$ cat src/rtl/lc3b_types.sv
// lc3b_types: shared lc3b types, including the cache-line and line-arbiter definitions
package lc3b_types;
  typedef logic [15:0] lc3b_word;
  typedef logic [127:0] lc3b_c_line;
  typedef enum logic [1:0] {ARB_IDLE, ARB_GRANT_I, ARB_GRANT_D} lc3b_arb_state;
  typedef enum logic {CLIENT_I, CLIENT_D} lc3b_arb_client;
  function automatic lc3b_arb_client arb_pick(input logic i_req, input logic d_req,
                                              input lc3b_arb_client last, input logic rr);
    return (d_req && !(i_req && rr && last == CLIENT_D)) ? CLIENT_D : CLIENT_I;
  endfunction
endpackage

$ cat src/rtl/mem_arbiter.sv
// mem_arbiter: serializes I/D line requests onto one L2 port; MEM_ARBITER_RR_EN selects round-robin over fixed D priority
module mem_arbiter
  import lc3b_types::*;
#(
  parameter int ADDR_W = 16,
  parameter int LINE_W = 128
) (
  input  logic              clk,
  input  logic              rst,
  input  logic [ADDR_W-1:0] i_address,
  input  logic              i_read,
  output logic [LINE_W-1:0] i_rdata,
  output logic              i_resp,
  input  logic [ADDR_W-1:0] d_address,
  input  logic              d_read,
  input  logic              d_write,
  input  logic [LINE_W-1:0] d_wdata,
  output logic [LINE_W-1:0] d_rdata,
  output logic              d_resp,
  output logic [ADDR_W-1:0] l2_address,
  output logic              l2_read,
  output logic              l2_write,
  output logic [LINE_W-1:0] l2_wdata,
  input  logic [LINE_W-1:0] l2_rdata,
  input  logic              l2_resp
);
`ifdef MEM_ARBITER_RR_EN
  localparam logic RR_EN = 1'b1;
`else
  localparam logic RR_EN = 1'b0;
`endif
  lc3b_arb_state state, state_n;
  lc3b_arb_client rr_last, pick;
  logic d_req, grant, done;
  assign d_req = d_read | d_write;
  assign pick = arb_pick(i_read, d_req, rr_last, RR_EN);
  assign grant = (state == ARB_IDLE) && (i_read || d_req);
  assign done = i_resp | d_resp;
  assign i_rdata = l2_rdata;
  assign d_rdata = l2_rdata;
  // state register; reset abandons any open transaction
  always_ff @(posedge clk)
    state <= rst ? ARB_IDLE : state_n;
  // response demux to the grant owner and next-state selection
  always_comb begin
    i_resp = (state == ARB_GRANT_I) && l2_resp;
    d_resp = (state == ARB_GRANT_D) && l2_resp;
    state_n = grant ? ((pick == CLIENT_D) ? ARB_GRANT_D : ARB_GRANT_I) : done ? ARB_IDLE : state;
  end
  // L2 request bank: loaded from the winner on grant, strobes dropped on completion
  always_ff @(posedge clk)
    if (rst) begin
      l2_read <= 1'b0;
      l2_write <= 1'b0;
      l2_address <= '0;
      l2_wdata <= '0;
      rr_last <= CLIENT_I;
    end else if (grant) begin
      rr_last <= pick;
      l2_address <= (pick == CLIENT_D) ? d_address : i_address;
      l2_read <= (pick == CLIENT_D) ? ~d_write : 1'b1;
      l2_write <= (pick == CLIENT_D) && d_write;
      l2_wdata <= (pick == CLIENT_D) ? d_wdata : l2_wdata;
    end else if (done) begin
      l2_read <= 1'b0;
      l2_write <= 1'b0;
    end
endmodule

$ cat config.mk
export PLATFORM = sky130hd
export DESIGN_NAME = mem_arbiter
export DESIGN_NICKNAME = d
export VERILOG_FILES = /design/src/rtl/lc3b_types.sv /design/src/rtl/mem_arbiter.sv
export SDC_FILE = /design/constraint.sdc
export NUM_CORES = 1
export LEC_CHECK = 0
export CORE_AREA = 2 2 272 274
export DETAILED_ROUTE_END_ITERATION = 12
export DIE_AREA = 0 0 274 276
export HOLD_SLACK_MARGIN = 0.02
export SLEW_MARGIN = 20
export SYNTH_ARGS = -nofsm -noshare
export SYNTH_HDL_FRONTEND = slang
export SYNTH_SLANG_ARGS = --single-unit
$ cat constraint.sdc
create_clock -name clk -period 2.25 [get_ports clk]
set_input_delay 0.675 -clock clk [delete_from_list [all_inputs] [get_ports clk]]
set_output_delay 0.675 -clock clk [all_outputs]
set_load 0.03 [all_outputs]
==> results.toml <==
[worst_setup_path]
setup.worst_path.end_class = "output port"
crit_family = "buffers and inverters"
path_class = "input pin to output port"
path_cells = "clkdlybuf4s50_1 > and3b_2 > buf_12"
cp_data_required_time_ns = 1.57
arrival_ns = 1.54
crit_slowest_cell = "clkdlybuf4s50_1"
startpoint_type = "input pin"
cpPeakStageDelay_ns = 0.50
worstPathMaxFanout = 3
path_buf_inv = 2

[global_route]
grt_max_degree = 125
grt_use_total = 0.0847
overflow = 0
grt-busiest-layer = "met2"
antenna_found_initial = 5
grtUsageMet1 = 0.0926
met2_usage = 0.119
gr-usage-met3 = 0.0480
grt_pass1_wl_mm = 46.2
grt_pass1_vias = 6559

[yosys]
synthArstFlopShare = 0
synth_edf_count = 0
ys_warn_count = 0
syn_inst = 958
synthesis.area_mm2 = 0.00789
synth.avg_cell_area_um2 = 8.24
synth_seq_cells = 148
ys_seq_area_frac = 0.376
syn_nets = 1252
synthDistinctLibCells = 26
synth-main-ff-cell = "dfxtp_1"

[power]
peakVddDrop_v = 0.000305
seqPwrFrac = 0.367
combPwrFrac = 0.264
switching_share = 0.333
power.internal_mw = 5.42
power_frac_clock = 0.369
power.leakage_nw = 3.94
finalPower_mw = 8.12
p_per_area_mw_per_mm2 = 748
switchingPower_mw = 2.71

[die]
rows = 99
start_util = 0.109
pin_count = 698
die-width_um = 274
die_h_um = 276
dieArea_mm2 = 0.0756
fp.coreArea_mm2 = 0.0726

[sta]
finalCritPeriodShare = 0.983
drv_slew = 0
worst_slack_ns = 0.0387
tightestPinTransition_ns = 0.707
tns_ns = 0
max_freq_mhz = 452
maxSlewHeadroom = 0.529
fin_skew_ns = 0.00915
setup_violations = 0
hold_violations = 0
post-route-min-period_ns = 2.21

[route]
ant_nets = 0
first_pass_iters = 4
routed-via-count = 6774
viasPerCell = 3.47
drt_iter0_drc = 335
drcViolationCount = 0
routed_wl_mm = 32.9
wl_per_cell_um = 16.8

[clock_network]
cts.sinks = 148
post_cts_buffers = 0
clk_pin_slew_worst_paths_ns = 0.06
cts_max_path_buffers = 2
h-tree-depth = 4
root_buffer = "clkbuf_16"
insertion_delay_ns = 0.48
cts_tree = "yes"
cts_made_buffers = 17

[placement]
placed_area_mm2 = 0.0103
gp_congestion = 0.730
pre_cts_ws_ns = -0.0710
place.port_buffers = 313
hpwlAfterDp_mm = 23.8

[final_layout]
n_antenna_cell = 0
syn_to_final_growth_pct = 37.6
final_layout_size_suffix_gt1_frac = 0.0955
fill_cells = 8327
nets = 1276
finalInstanceArea_mm2 = 0.0109

[job]
max-cap-violations = 0

[run_status]
outcome = "finished, final reports clean"

[worst_hold_path]
hold_class = "flip-flop to flip-flop"
-- layout make-up --
class / instances / area [um2] / area share
Timing Repair Buffer: 343 / 3580 / 0.330
Tap cell: 959 / 1200 / 0.110
Clock inverter: 13 / 149 / 0.0137
Inverter: 3 / 11.3 / 0.00104
Clock buffer: 19 / 433 / 0.0399
Sequential cell: 148 / 2970 / 0.273
Multi-Input combinational cell: 469 / 2520 / 0.232
-- worst paths after layout --
path | start | end | slack, ns | depth (start not counted)
worst max-delay path | l2_resp | d_resp | 0.04 | 3
worst min-delay path | l2_wdata[127]$_SDFFE_PP0P_ | l2_wdata[127]$_SDFFE_PP0P_ | 0.48 | 2
worst max register to register | state[1]$_SDFFE_PP0P_ | l2_read$_SDFFE_PP0P_ | 0.67 | 4
worst min register to register | l2_wdata[127]$_SDFFE_PP0P_ | l2_wdata[127]$_SDFFE_PP0P_ | 0.48 | 2
-- metal layers --
| metal | up-vias | wire (um) |
|---|---|---|
| met5 | - | 40 |
| met4 | 6 | 2020 |
| met3 | 127 | 4400 |
| met2 | 465 | 13700 |
| met1 | 3100 | 12700 |
| li1 | 3076 | - |
-- repair_timing --
action	4_1_cts	5_1_grt
endpoints found under the setup margin	26	17
hold buffers	0	0
endpoints found under the hold margin	0	0
resized for setup	26	17
-- through the flow --
step           utilization  hold slack [ns]  std cells
3_3_place_gp         0.141            0.465       1922
6_report             0.150            0.478       1954
4_1_cts              0.149            0.480       1954
5_1_grt              0.150            0.496       1954
3_5_place_dp         0.141            0.470       1922
2_1_floorplan            -            0.498        958
-- worst reg2reg max path, stage by stage (launching register included) --
cell     delay [ns]
dfxtp_2        0.39
or2_4          0.32
buf_12         0.23
nor4_1         0.45
a41o_1         0.14
-- logic make-up after synthesis --
family	synth area share
buf+inv	0.308
compound gates	0.208
flops	0.376
xor+xnor	0.00111
simple gates	0.108
-- layout by cell type (no fill, tap or decap), types with 2 or more instances in the layout --
| cell | n |
|---|---|
| nor2_4 | 3 |
| nand3_1 | 129 |
| a21oi_1 | 135 |
| buf_12 | 18 |
| inv_6 | 4 |
| or2_4 | 2 |
| clkdlybuf4s50_1 | 268 |
| dlymetal6s2s_1 | 15 |
| dfxtp_1 | 146 |
| clkinvlp_4 | 2 |
| a311oi_2 | 10 |
| dfxtp_2 | 2 |
| dlygate4sd2_1 | 24 |
| a41o_1 | 2 |
| bufinv_16 | 2 |
| clkinv_4 | 2 |
| a311oi_1 | 6 |
| clkbuf_16 | 17 |
| a21oi_2 | 10 |
| clkbuf_1 | 2 |
| inv_1 | 3 |
| buf_4 | 17 |
| o21ai_1 | 128 |
| nand2_1 | 34 |
| clkinv_2 | 2 |
-- power by group through the flow --
| stage | sequential, mW | combinational (mW) | clock, mW |
|---|---|---|---|
| 6_report | 2.98 | 2.14 | 3.00 |
| 5_1_grt | 3.01 | 2.30 | 3.26 |
| 4_1_cts | 2.98 | 2.18 | 3.19 |
| 3_5_place_dp | 3.04 | 2.20 | 0 |
| 3_3_place_gp | 3.04 | 2.21 | 0 |
| 2_1_floorplan | 3.48 | 1.58 | 0 |
-- registers in the layout, indices dropped and copies added (netlist names) --
name / count
l2_read: 1
state: 2
l2_address: 16
l2_wdata: 128
l2_write: 1
-- synthesized netlist by cell type (2+ instances only) --
cell        n  area [um2]
a311oi_2   10         150
o21ai_1   128         641
buf_4     259        1940
buf_6      17         191
dfxtp_1   148        2960
buf_2      41         205
nand3_1   129         646
and3_1      2        12.5
a41o_1      2        20.0
a21oi_2    10        87.6
nor2_1      2        7.51
or2_1       2        12.5
nand2_1    34         128
a311oi_1    6        52.6
inv_1       3        11.3
clkbuf_1   21        78.8
a21oi_1   135         676
No activity file was read; power rests on OpenSTA's default activity.
